<file path="src/rtl/sqrt_pkg.sv">
// Shared types for the iterative square-root controller: FSM state encoding
// and the step-counter width helper.
package sqrt_pkg;

  typedef enum logic [1:0] {
    IDLE = 2'd0,
    CALC = 2'd1,
    DONE = 2'd2
  } state_t;

  localparam int unsigned SQRT_DEF_WIDTH = 4;

  // Counter must hold WIDTH-1; never narrower than one bit.
  function automatic int unsigned step_cnt_w(input int unsigned w);
    return (w <= 2) ? 1 : $clog2(w);
  endfunction

  localparam int unsigned STEP_W = step_cnt_w(SQRT_DEF_WIDTH);

endpackage

</file>
<file path="src/rtl/sqrt_step.sv">
// One digit-pair step of the restoring square root: shifts the next radicand
// pair into the partial remainder and tries subtracting {root, 01}.
module sqrt_step #(
  parameter int unsigned WIDTH = 4
) (
  input  logic [2*WIDTH-1:0] rem,
  input  logic [WIDTH-1:0]   root,
  input  logic [1:0]         pair,
  output logic [WIDTH-1:0]   root_nxt,
  output logic [2*WIDTH-1:0] rem_nxt
);

  logic [2*WIDTH-1:0] target;
  logic [2*WIDTH-1:0] trial;
  logic               unused_rem_msbs;

  // The two top remainder bits are always zero at this point in the iteration.
  assign unused_rem_msbs = ^rem[2*WIDTH-1:2*WIDTH-2];

  always_comb begin
    target = {rem[2*WIDTH-3:0], pair};
    trial  = {{(WIDTH-2){1'b0}}, root, 2'b01};
    if (target >= trial) begin
      root_nxt = {root[WIDTH-2:0], 1'b1};
      rem_nxt  = target - trial;
    end else begin
      root_nxt = {root[WIDTH-2:0], 1'b0};
      rem_nxt  = target;
    end
  end

endmodule

</file>
<file path="src/rtl/sqrt_iter_ctrl.sv">
// Iterative integer square root, one root bit per cycle, valid/ready on both sides.
// Optional remainder output port enabled by defining SQRT_REM_OUT_EN.
module sqrt_iter_ctrl
  import sqrt_pkg::*;
#(
  parameter int unsigned WIDTH = 4
) (
  input  logic               clk,
  input  logic               rst_n,
  input  logic               in_valid,
  output logic               in_ready,
  input  logic [2*WIDTH-1:0] radicand,
  output logic               out_valid,
  input  logic               out_ready,
  output logic [WIDTH-1:0]   root,
`ifdef SQRT_REM_OUT_EN
  output logic [2*WIDTH-1:0] remainder,
`endif
  output logic               busy
);

  localparam int unsigned SW = step_cnt_w(WIDTH);
  localparam logic [SW-1:0] STEP_INIT = SW'(WIDTH-1);

  state_t             state_q, state_d;
  logic [SW-1:0]      step_q, step_d;
  logic [WIDTH-1:0]   root_q, root_d;
  logic [2*WIDTH-1:0] rem_q, rem_d;
  logic [2*WIDTH-1:0] rad_q, rad_d;

  logic [1:0]         pair;
  logic [WIDTH-1:0]   root_nxt;
  logic [2*WIDTH-1:0] rem_nxt;

  assign pair = 2'(rad_q >> {step_q, 1'b0});

  sqrt_step #(.WIDTH(WIDTH)) u_step (
    .rem      (rem_q),
    .root     (root_q),
    .pair     (pair),
    .root_nxt (root_nxt),
    .rem_nxt  (rem_nxt)
  );

  // Reset forces IDLE, so ready is additionally gated by rst_n to stay low in reset.
  assign in_ready  = rst_n && (state_q == IDLE);
  assign out_valid = (state_q == DONE);
  assign busy      = (state_q != IDLE);
  assign root      = root_q;
`ifdef SQRT_REM_OUT_EN
  assign remainder = rem_q;
`endif

  always_comb begin
    state_d = state_q;
    step_d  = step_q;
    root_d  = root_q;
    rem_d   = rem_q;
    rad_d   = rad_q;
    case (state_q)
      IDLE: begin
        if (in_valid && in_ready) begin
          rad_d   = radicand;
          root_d  = '0;
          rem_d   = '0;
          step_d  = STEP_INIT;
          state_d = CALC;
        end
      end
      CALC: begin
        root_d = root_nxt;
        rem_d  = rem_nxt;
        if (step_q == '0) state_d = DONE;
        else              step_d  = step_q - 1'b1;
      end
      DONE: begin
        if (out_ready) state_d = IDLE;
      end
      default: state_d = IDLE;
    endcase
  end

  always_ff @(posedge clk or negedge rst_n) begin
    if (!rst_n) begin
      state_q <= IDLE;
      step_q  <= '0;
      root_q  <= '0;
      rem_q   <= '0;
      rad_q   <= '0;
    end else begin
      state_q <= state_d;
      step_q  <= step_d;
      root_q  <= root_d;
      rem_q   <= rem_d;
      rad_q   <= rad_d;
    end
  end

endmodule

</file>
<file path="config.mk">
export PLATFORM = sky130hd
export DESIGN_NAME = sqrt_iter_ctrl
export DESIGN_NICKNAME = d
export VERILOG_FILES = /design/src/rtl/sqrt_pkg.sv /design/src/rtl/sqrt_step.sv /design/src/rtl/sqrt_iter_ctrl.sv
export SDC_FILE = /design/constraint.sdc
export NUM_CORES = 1
export LEC_CHECK = 0
export ABC_CLOCK_PERIOD_IN_PS = 3700
export CAP_MARGIN = 25
export CORE_MARGIN = 1.5
export CORE_UTILIZATION = 45
export DETAILED_ROUTE_END_ITERATION = 10
export PLACE_DENSITY = 0.67
export SETUP_SLACK_MARGIN = 0.2
export SYNTH_ARGS = -nofsm -noshare
export SYNTH_HDL_FRONTEND = slang
export SYNTH_HIERARCHICAL = 1
export SYNTH_SLANG_ARGS = --single-unit
export TNS_END_PERCENT = 100
</file>
<file path="constraint.sdc">
create_clock -name clk -period 3.7 [get_ports clk]
set_input_delay 0.74 -clock clk [delete_from_list [all_inputs] [get_ports clk]]
set_output_delay 0.74 -clock clk [all_outputs]
set_load 0.01 [all_outputs]
</file>
* Word-level counts from Yosys, hierarchy flattened
Index checks and enable logic that the tools add are counted.
** Word-level totals
- Output and inout bits :: 7
- Flip-flop bits (word level) :: 22
- Logic and storage cells :: 38
- Input port bits :: 12
** Operators by class
- Multiplexer cells :: 13
- Shift operators :: 1
- Equality and inequality tests :: 6
- Magnitude comparators :: 1
- Add/subtract/negate cells :: 2
- Reductions and logical operators :: 10
** Operator list (count)
- 6-bit 2-to-1 mux :: 2
- 6-bit case mux with 2 select lines :: 1
- 2-bit 2-to-1 mux :: 5
- 8-bit by 6-bit greater-or-equal comparator with 1-bit output :: 1
- 4-bit case mux with 2 select lines :: 1
- 8-bit by 3-bit >> shifter with 2-bit output :: 1
- 2-bit case mux with 3 select lines :: 1
- 3-bit AND reduction :: 2
- 6-bit subtractor :: 1
- 2-bit zero test :: 2
- 4-bit 2-to-1 mux :: 1
- 2-bit by 1-bit != test with 1-bit output, second input constant :: 2
- 2-bit != test, second input constant :: 2
- 2-bit case mux with 2 select lines :: 1
- 2-bit AND reduction :: 2
- 2-bit nonzero test :: 2
- 2-bit by 1-bit == test with 1-bit output, second input constant :: 1
- 2-bit == test, second input constant :: 1
- 1-bit logical AND :: 2
- 2-bit by 1-bit subtractor with 2-bit output, second input constant :: 1
- 1-bit 2-to-1 mux :: 1

* Logic depth before layout (Yosys ltp)
Gate-level depths: netlist of the first run.
- Depth in word-level cells :: 5
- Mapped depth :: 10
- Mapped depth without buffers :: 10

* Modules after synthesis
The synthesis of the first run kept the hierarchy.
** By module, submodules not included
- sqrt_iter_ctrl :: seq. area each 600.6 um^2, area each 1056.0 um^2, times used 1, cells an instance 92
- sqrt_step :: seq. area each 0.0 um^2, area each 419.2 um^2, times used 1, cells an instance 50

* Worst setup path after synthesis of the first run
OpenSTA, ideal clock, no wires.
- Kind :: reg-to-reg
- Start point :: register step_q[0]
- End point :: register, netlist name rem_q[6]
- Cell stages (with the launch flop) :: 11
- Setup time :: 0.127 ns
- Arrival time :: 2.335 ns
- Setup slack :: 1.237 ns
- Path buffers :: 0
- Period minus slack after synthesis :: 2.463 ns
- Data required time :: 3.573 ns
- Cell sequence :: dfrtp_1 -> mux4_2 -> inv_1 -> ha_1 -> nor2b_4 -> o31a_4 -> o21ai_4 -> nor2b_1 -> mux2_2 -> nand2_1 -> o21ai_0
** RTL lines
- from (decl) :: RTL line sqrt_iter_ctrl.sv:26 : logic [SW-1:0] step_q, step_d;
- from (signal assigned) :: RTL line sqrt_iter_ctrl.sv:92 : step_q <= step_d;

* Final worst setup path of the first run
- Start point :: input rst_n
- End point :: output in_ready
** Between the ends
- Cells in the longest elaborated chain, start to end :: 1
** RTL lines
- from (decl) :: RTL line sqrt_iter_ctrl.sv:9 : input logic rst_n,
- 1-bit logical AND :: RTL line sqrt_iter_ctrl.sv:46 : assign in_ready = rst_n && (state_q == IDLE);
- to (decl) :: RTL line sqrt_iter_ctrl.sv:11 : output logic in_ready,
Every way passes these cells.

==> impl_results.md, run 1 <==
- Mapped Nets: 144
- Pins Over Slew Limit: 0
- Drt pass-1 iters: 4
- CP Class: input port to primary output
- Initial Util: 48.2%
- Antenna violations before repair: 0
- Leakage power: 0.000728 uW
- All-Layer GR Usage: 16.4%
- Hold path depth: 1
- Post-cts gate resize count: 0
- H-tree depth: 1
- Cts hold-fix bufs: 0
- Post-DRT Antenna Nets: 0
- Met2 WL post-DR: 1.25 mm
- Final setup vio count: 0
- Non-filler cells, final: 172
- Most used cell, CP: clkdlybuf4s50_1
- WHS Endpoint: rad_q[7]$_DFFE_PN0P_
- Number of diodes: 0
- Synth Cell Area: 1340 um^2
- Worst-case reg-to-reg path depth: 10
- Inserted Clock Buffers: 3
- Vias: 907
- Number of max-cap violations: 0
- Max-slew headroom: 65.3%
- Routability cong.: 0.730
- Hold Fails Final Rpt: 0
- Min-delay src: rad_q[7]$_DFFE_PN0P_
- Setup TNS: 0 ns
- Crit path from: rst_n
- Clk sinks: 22
- Vias in the first global route: 967
- Via density: 5.27
- CP bufs+invs: 3
- Die H: 57.6 um
- Status: complete, no violations
- CTS Buffer Depth: 2
- Final Total Pwr: 1730 uW
- First-pass GRT wire length: 4.21 mm
- Mean Syn Cell Area: 10.7 um^2
- Core Area: 2780 um^2
- Yosys warns: 6
- Part of the cycle the worst path needs: 71.4%
- Iter 0 DRT Violations: 22
- Reg-to-Reg End: rem_q[3]$_DFFE_PN0P_
- Area grow syn2layout: 16.9%
- PortBufs: 18
- Layout cells sized above 1: 18.4%
- Hpwl dp: 1.79 mm
- RSZ-0062 raised after global routing: false
- Max FO, Critical Path: 2
- CTS tree: done
- Fillers: 248
- Syn Inst Count: 125
- CP required: 2.96 ns
- Largest net degree at the start of global routing: 24
- WL met3: 83 um
- CTS Root Cell: clkbuf_4
- # rows: 19
- Routed WL: 2.37 mm
- Max Clk Rate: 0.379 GHz
- R2r startpoint: step_q[0]$_DFFE_PN0P_
- Die area: 3320 um^2
- Slew @ Worst Pin: 0.519 ns
- Die width: 57.6 um
- DR top layer: met4
- Worst-path clk slew: 0.13 ns
- Data arrival time of the worst path: 1.90 ns
- Max IR drop VDD: 633 uV
- CP startpoint kind: input port
- I/O pins: 19
- Dpl cells: 168
- Max stage delay on crit path: 0.54 ns
- Worst reg-to-reg setup slack: 1.09 ns
- Number of setup buffers added after CTS: 0
- Crit-path cells: clkdlybuf4s50_1, inv_1, nor2_1, clkdlybuf4s50_1
- Setup Skew: 0.00545 ns
- Wire per inst: 13.8 um
- CP Capture Type: primary output
- Grt ovf: 0
- HP Class: flop to flop
- Post-route DRC: 0
- Critical-path top delay cell: clkdlybuf4s50_1
- Nets@finish: 161
- Tmin final: 2.64 ns
- Crit-path leading delay family: buffers and inverters
- Pwr dens: 1100 nW/um^2
- Worst-Skew Late Latency: 0.31 ns
- Metal-1 WL: 1.02 mm
-- stage by stage --
step           instance area (um^2)  setup WS (ns)  hold WS (ns)  utilization [%]
5_1_grt                        1570          0.898         0.549             56.4
6_report                       1570           1.06         0.530             56.4
4_1_cts                        1570           1.04         0.527             56.4
2_1_floorplan                  1340           1.28         0.444                -
3_5_place_dp                   1520           1.05         0.493             54.5
3_3_place_gp                   1520           1.05         0.493             54.5
-- where the power goes --
| part | internal, uW | leakage, uW | switching (uW) |
|---|---|---|---|
| clock | 110 | 0.0000279 | 74.4 |
| combinational | 597 | 0.000434 | 487 |
| sequential | 362 | 0.000266 | 98.5 |
-- layout make-up --
| class | count | area (um^2) | share of cell area, % |
|---|---|---|---|
| Clock buffer | 3 | 22.5 | 1.44 |
| Clock inverter | 1 | 30.0 | 1.92 |
| Inverter | 11 | 41.3 | 2.63 |
| Multi-Input combinational cell | 85 | 697 | 44.5 |
| Sequential cell | 22 | 551 | 35.1 |
| Tap cell | 31 | 38.8 | 2.47 |
| Timing Repair Buffer | 19 | 188 | 12.0 |
-- layer usage --
layer	vias to the layer above	GRT usage, %
met5	-	0
met4	0	2.99
met3	2	4.76
met2	21	30.5
met1	431	18.6
li1	453	-
-- registers in the layout, indices dropped and copies added (netlist names) --
name     cells
rad_q        8
step_q       2
root         4
rem_q        6
state_q      2
-- placed cells by master, fill, tap and decap left out, types with 2 or more instances in the layout --
master,n
dfrtp_1,22
nand2_1,20
clkdlybuf4s50_1,18
inv_1,11
mux2_4,10
o21ai_0,10
ha_1,7
nor2_1,4
nor3_1,3
clkbuf_4,3
mux4_2,2
nand2b_1,2
o21ai_1,2
a21oi_1,2
mux2_2,2
xor2_1,2
xnor2_1,2
-- worst reg2reg max path, stage by stage (launching register included) --
cell and delay [ns]:
dfrtp_1 0.49, mux4_2 0.56, inv_1 0.11, ha_1 0.23, nor2b_4 0.06, o31a_4 0.29
o21ai_4 0.15, nand3_4 0.15, mux2_4 0.33, nand2_1 0.05, o21ai_0 0.08
-- worst max-delay path by stage --
stage	endpoint	slack (ns)	cells after the start
finish	in_ready	1.06	4
global route	rem_q[3]$_DFFE_PN0P_	0.90	10
floorplan	rem_q[2]$_DFFE_PN0P_	1.28	10
CTS	rem_q[3]$_DFFE_PN0P_	1.04	10
global placement	in_ready	1.05	4
detailed placement	in_ready	1.05	4
No activity file was read; power rests on OpenSTA's default activity.
==> inputs of run 2 (changes only) <==
Settings changed: ABC_CLOCK_PERIOD_IN_PS 3700 to 2210, PLACE_DENSITY 0.67 to 0.7.
Clock period 3.7 ns to 2.21 ns, I/O delays scaled along.
==> run 2 against run 1 <==
Compared with the run above:
- the run now ends with negative setup slack left
- combinational power grew 120%
- flip-flop and latch count is the same
- global-route usage is 0.55 points higher
- register-to-register slack got worse by 1.3 ns
- clock power rose by 26%
- critical endpoint is now rem_q[2]$_DFFE_PN0P_
- clock-buffer cell count rose by 1
- critical path type is now flop to flop
==> impl_results.md, run 2 (same netlist as run 1, synthesis figures left out) <==
- Status: finished, violations left
- Failing checks: negative setup slack
- Nets@finish: 180 (+12%)
- Routed WL: 2.65 mm (+12%)
- CTS Buffer Depth: 2 (unchanged)
- Hpwl dp: 1.95 mm (+9.1%)
- Tmin final: 2.41 ns
- CP startpoint kind: flop
- CTS tree: done
- Hold WS: 0.477 ns (-0.0524 ns)
- Max IR drop VDD: 1200 uV (+89%)
- Inserted Clock Buffers: 3 (unchanged)
- Hold Fails Final Rpt: 0 (unchanged)
- Clk sinks: 22 (unchanged)
- Antenna violations before repair: 0 (unchanged)
- Die width: 57.6 um (unchanged)
- Final Total Pwr: 3350 uW (+94%)
- RSZ-0062 raised after global routing: true
- Drt pass-1 iters: 4 (unchanged)
- HP Class: input port to asynchronous set/reset pin
- First-pass GRT wire length: 4.35 mm (+3.3%)
- Die H: 57.6 um (unchanged)
- Wire per inst: 13.9 um (+0.89%)
- Routability cong.: 0.819 (+12%)
- Setup Skew: 0.00234 ns (-0.00311 ns)
- Final setup vio count: 7 (+7)
- Max-slew headroom: 66.2% (+0.81 points)
- Slew @ Worst Pin: 0.507 ns (-0.0122 ns)
- Pwr dens: 1940 nW/um^2 (+76%)
- Commonest non-fill, non-tap cell in the layout: dfrtp_1
- Largest register FFs: 8 (unchanged)
- Register Area: 551 um^2 (unchanged)
- Largest net degree at the start of global routing: 21 (-13%)
- Crit-path cells: mux4_2, inv_2, ha_4, nor2b_4, o31a_4, o21ai_4, nand3_4, mux2_4, nand2_1, o21ai_1
- # rows: 19 (unchanged)
- CP required: 2.42 ns (-0.54 ns)
- Via density: 5.17 (-1.9%)
- Post-route DRC: 0 (unchanged)
- Worst-case reg-to-reg path depth: 10 (unchanged)
- Largest Register: rad_q
- Leakage power: 0.000827 uW (+14%)
- Area grow syn2layout: 28.8%
- I/O pins: 19 (unchanged)
- Die area: 3320 um^2 (unchanged)
- Area of the multi-input gates: 726 um^2 (+4.1%)
- Critical-path top delay cell: mux4_2
- Data arrival time of the worst path: 2.62 ns (+0.72 ns)
- Setup WS post-layout: -0.203 ns (-1.26 ns)
- Fillers: 231 (-6.9%)
- Most frequent cells in the layout: dfrtp_1, nand2_1, buf_4, clkdlybuf4s50_1, mux2_4
- Pins Over Slew Limit: 0 (unchanged)
- H-tree depth: 1 (unchanged)
- Number of diodes: 0 (unchanged)
- Core Area: 2780 um^2 (unchanged)
- Max Clk Rate: 0.414 GHz
- All-Layer GR Usage: 17.0% (+0.55 points)
- Initial Util: 48.2% (unchanged)
- CP Capture Type: flop
- CTS Root Cell: clkbuf_4
- Layout cells sized above 1: 32.5% (+14 points)
- Worst-path clk slew: 0.13 ns (about the same)
- Post-DRT Antenna Nets: 0 (unchanged)
- Vias in the first global route: 1,029 (+6.4%)
- Number of max-cap violations: 0 (unchanged)
- PortBufs: 18 (unchanged)
- CP Class: flop to flop
- Worst-Skew Late Latency: 0.32 ns (about the same)
- Setup TNS: -1.26 ns (-1.26 ns)
- Vias: 988 (+8.9%)
- Max FO, Critical Path: 6 (+4)
- Grt ovf: 0 (unchanged)
- Max stage delay on crit path: 0.57 ns (+0.03 ns)
- Iter 0 DRT Violations: 21 (-4.5%)
- Part of the cycle the worst path needs: 109%
[run 2: cell types whose count changed in the layout (fill, tap and decap cells not counted), moves of 2 or more]
| cell | previous run | this run |
|---|---|---|
| buf_4 | 1 | 18 |
| buf_6 | 0 | 2 |
| clkdlybuf4s50_1 | 18 | 16 |
| dlygate4sd2_1 | 0 | 2 |
| inv_1 | 11 | 9 |
| inv_2 | 0 | 2 |
| o21ai_0 | 10 | 5 |
| o21ai_1 | 2 | 6 |
[run 2: critical path, delay by kind of cell (launching register included)]
family / cells / cell delay [ns]
compound gates: 3 / 0.49
fa+ha+maj: 1 / 0.14
buf+inv: 1 / 0.10
flops: 1 / 0.44
mux: 2 / 0.90
simple gates: 3 / 0.23
[run 2: report_power, final]
part           total [uW]  switching [uW]  internal [uW]  leakage (uW)
Combinational        2350            1000           1350      0.000540
Clock                 231             131            101     0.0000210
Sequential            768             161            607      0.000266
Total                3350            1290           2060      0.000827
[run 2: area by class of cell]
type / instances / area share, %
inverters: 11 / 2.39
repair buffers: 38 / 19.4
multi-input cells: 85 / 42.0
well taps: 31 / 2.24
clock buffers: 4 / 2.10
flip-flops and latches: 22 / 31.9
[run 2: path summary, 6_finish.rpt]
kind	to	startpoint	slack [ns]
min reg2reg	rad_q[0]$_DFFE_PN0P_	rad_q[0]$_DFFE_PN0P_	0.55
max	rem_q[2]$_DFFE_PN0P_	step_q[0]$_DFFE_PN0P_	-0.20
min	root[0]$_DFFE_PN0P_	rst_n	0.48
max in group asynchronous	step_q[0]$_DFFE_PN0P_	rst_n	1.46
min in group clk	rad_q[0]$_DFFE_PN0P_	rad_q[0]$_DFFE_PN0P_	0.55
max reg2reg	rem_q[2]$_DFFE_PN0P_	step_q[0]$_DFFE_PN0P_	-0.20
[run 2: metal layers]
metal  wire length, um  up-vias  share of wire [%]  GRT usage (%)
met2              1310       23                 49           31.2
met3                83        6                3.1           3.40
li1                  -      491                  -              -
met5                 0        -                  0              0
met1              1180      468                 45           19.0
met4                75        0                2.8           6.64
[run 2: timing repair]
action	4_1_cts	5_1_grt
endpoints found under the hold margin	0	0
buffers inserted	2	4
gates resized for setup	6	7
pin swaps	0	1
hold buffers	0	0
endpoints found under the setup margin	9	8
[run 2: metrics by stage]
step / instances / utilization (%) / cell area, um^2 / setup WS [ns]
after floorplan: 125 / - / 1350 / -0.124
after global placement: 181 / 58.4 / 1630 / -0.123
after detailed placement: 181 / 58.4 / 1630 / -0.227
after CTS: 187 / 60.2 / 1670 / -0.212
after global routing: 191 / 62.1 / 1730 / -0.292
final: 191 / 62.1 / 1730 / -0.203
==> inputs of run 3 (changes only) <==
Settings changed: ABC_CLOCK_PERIOD_IN_PS 2210 to 1950.
Clock period 2.21 ns to 1.95 ns, I/O delays scaled along.
==> run 3 against run 2 <==
Compared with the run above:
- register-to-register slack worse by 0.22 ns
- wire length down 0.19%
- via count up 0.30%
- critical endpoint is now rem_q[4]$_DFFE_PN0P_
- the run still ends with negative setup slack left
- maximum frequency up 1.7%
- utilization up 0.45 points
- clock power up 12%
- clock skew up 0.0047 ns
- die area unchanged
- combinational power up 8.9%
- cell count up 1.6%
==> impl_results.md, run 3 (same netlist as run 1, synthesis figures left out) <==
- Routability cong.: 0.794 (-3.1%)
- Iter 0 DRT Violations: 41 (+95%)
- Max FO, Critical Path: 5 (-1)
- Max stage delay on crit path: 0.56 ns (about the same)
- HP Class: flop to flop
- Drt pass-1 iters: 4 (unchanged)
- Fillers: 225 (-2.6%)
- Pins Over Slew Limit: 0 (unchanged)
- Max-slew headroom: 66.1% (-0.086 points)
- Part of the cycle the worst path needs: 122% (+12 points)
- Grt ovf: 0 (unchanged)
- All-Layer GR Usage: 17.6% (+0.62 points)
- Slew @ Worst Pin: 0.508 ns (+0.00129 ns)
- Vias in the first global route: 1,048 (+1.8%)
- Crit-path cells: mux4_2, inv_2, ha_4, nor2b_4, o31a_4, o21ai_4, nand3_4, mux2_4, nand2_1, o21ai_1
- Status: finished, violations left
- Vias: 991 (+0.30%)
- Routed WL: 2.65 mm (-0.19%)
- Inserted Clock Buffers: 3 (unchanged)
- Crit-path leading delay family: multiplexers
- Critical-path top delay cell: mux4_2
- CTS tree: done
- Via density: 5.11 (-1.2%)
- Number of max-cap violations: 0 (unchanged)
- CP bufs+invs: 1 (unchanged)
- Worst-path clk slew: 0.13 ns (about the same)
- Tmin final: 2.37 ns (-0.0411 ns)
- PortBufs: 18 (unchanged)
- Hold Fails Final Rpt: 0 (unchanged)
- Max Clk Rate: 0.422 GHz (+1.7%)
- H-tree depth: 1 (unchanged)
- Die area: 3320 um^2 (unchanged)
- Data arrival time of the worst path: 2.58 ns (-0.04 ns)
- Initial Util: 48.2% (unchanged)
- Most frequent cells in the layout: buf_4, dfrtp_1, nand2_1, clkdlybuf4s50_1, mux2_4
- Clk sinks: 22 (unchanged)
- Leakage power: 0.000871 uW (+5.3%)
- RSZ-0062 raised after global routing: true
- Setup WS post-layout: -0.422 ns (-0.219 ns)
- Largest register FFs: 8 (unchanged)
- Number of diodes: 0 (unchanged)
- Pwr dens: 2110 nW/um^2 (+8.8%)
- Worst-Skew Late Latency: 0.31 ns (about the same)
- Final Total Pwr: 3670 uW (+9.5%)
- CTS Root Cell: clkbuf_4
- CP Class: flop to flop
- CP Capture Type: flop
- First-pass GRT wire length: 4.48 mm (+3.0%)
- CP startpoint kind: flop
- CTS Buffer Depth: 2 (unchanged)
- Cts hold-fix bufs: 0 (unchanged)
- I/O pins: 19 (unchanged)
- Final setup vio count: 7 (unchanged)
- Post-DRT Antenna Nets: 0 (unchanged)
- Antenna violations before repair: 0 (unchanged)
- # rows: 19 (unchanged)
- Hold WS: 0.531 ns (+0.0539 ns)
- Largest net degree at the start of global routing: 23 (+9.5%)
- Dpl ws: -0.439 ns (-0.212 ns)
- Die H: 57.6 um (unchanged)
- Core Area: 2780 um^2 (unchanged)
- Failing checks: negative setup slack
- CP required: 2.16 ns (-0.26 ns)
- Area grow syn2layout: 29.8%
- Wire per inst: 13.7 um (-1.7%)
- Largest Register: rad_q
- Final Util: 62.6% (+0.45 points)
- Hpwl dp: 2.07 mm (+6.0%)
- Layout cells sized above 1: 32.5% (about the same)
- Post-route DRC: 0 (unchanged)
- Die width: 57.6 um (unchanged)
- Setup Skew: 0.00703 ns (+0.00470 ns)
- Max IR drop VDD: 1340 uV (+12%)
- Nets@finish: 183 (+1.7%)
run 3: timing repair:
item                       in CTS  in global routing
resized for setup              11                  6
setup endpoints to repair      10                 12
buffers inserted                3                  2
run 3: area by class of cell:
type                    instances  area (um^2)  area share (%)
flip-flops and latches         22          551            31.6
multi-input cells              85          716            41.1
inverters                      11         41.3            2.37
repair buffers                 41          358            20.6
clock buffers                   4         36.3            2.08
well taps                      31         38.8            2.23
run 3: power breakdown:
group	switching, uW	internal, uW	total [uW]
logic	1090	1470	2560
clock network	145	114	259
registers	164	688	852
total	1400	2270	3670
run 3: metal layers:
layer | up-vias | global-route usage [%] | part of all wire [%]
li1 | 497 | - | -
met5 | - | 0 | 0
met1 | 469 | 20.1 | 42
met3 | 6 | 2.49 | 3.4
met4 | 0 | 8.97 | 2.2
met2 | 19 | 31.7 | 52
run 3: final timing paths:
| check | startpoint | end | slack, ns | cells after the start |
|---|---|---|---|---|
| max | step_q[0]$_DFFE_PN0P_ | rem_q[4]$_DFFE_PN0P_ | -0.42 | 10 |
| min | rad_q[0]$_DFFE_PN0P_ | rad_q[0]$_DFFE_PN0P_ | 0.53 | 1 |
| max reg2reg | step_q[0]$_DFFE_PN0P_ | rem_q[4]$_DFFE_PN0P_ | -0.42 | 10 |
| min reg2reg | rad_q[0]$_DFFE_PN0P_ | rad_q[0]$_DFFE_PN0P_ | 0.53 | 1 |
| max in group asynchronous | rst_n | rad_q[3]$_DFFE_PN0P_ | 1.16 | 3 |
| min in group asynchronous | rst_n | root[3]$_DFFE_PN0P_ | 0.57 | 3 |
run 3: stage by stage:
stage                     instance area, um^2  instances  TNS [ns]
final                                    1740        194     -2.64
after global routing                     1740        194     -3.33
after CTS                                1710        192     -2.82
after detailed placement                 1660        185     -2.84
after global placement                   1660        185     -2.34
after floorplan                          1350        125     -2.07
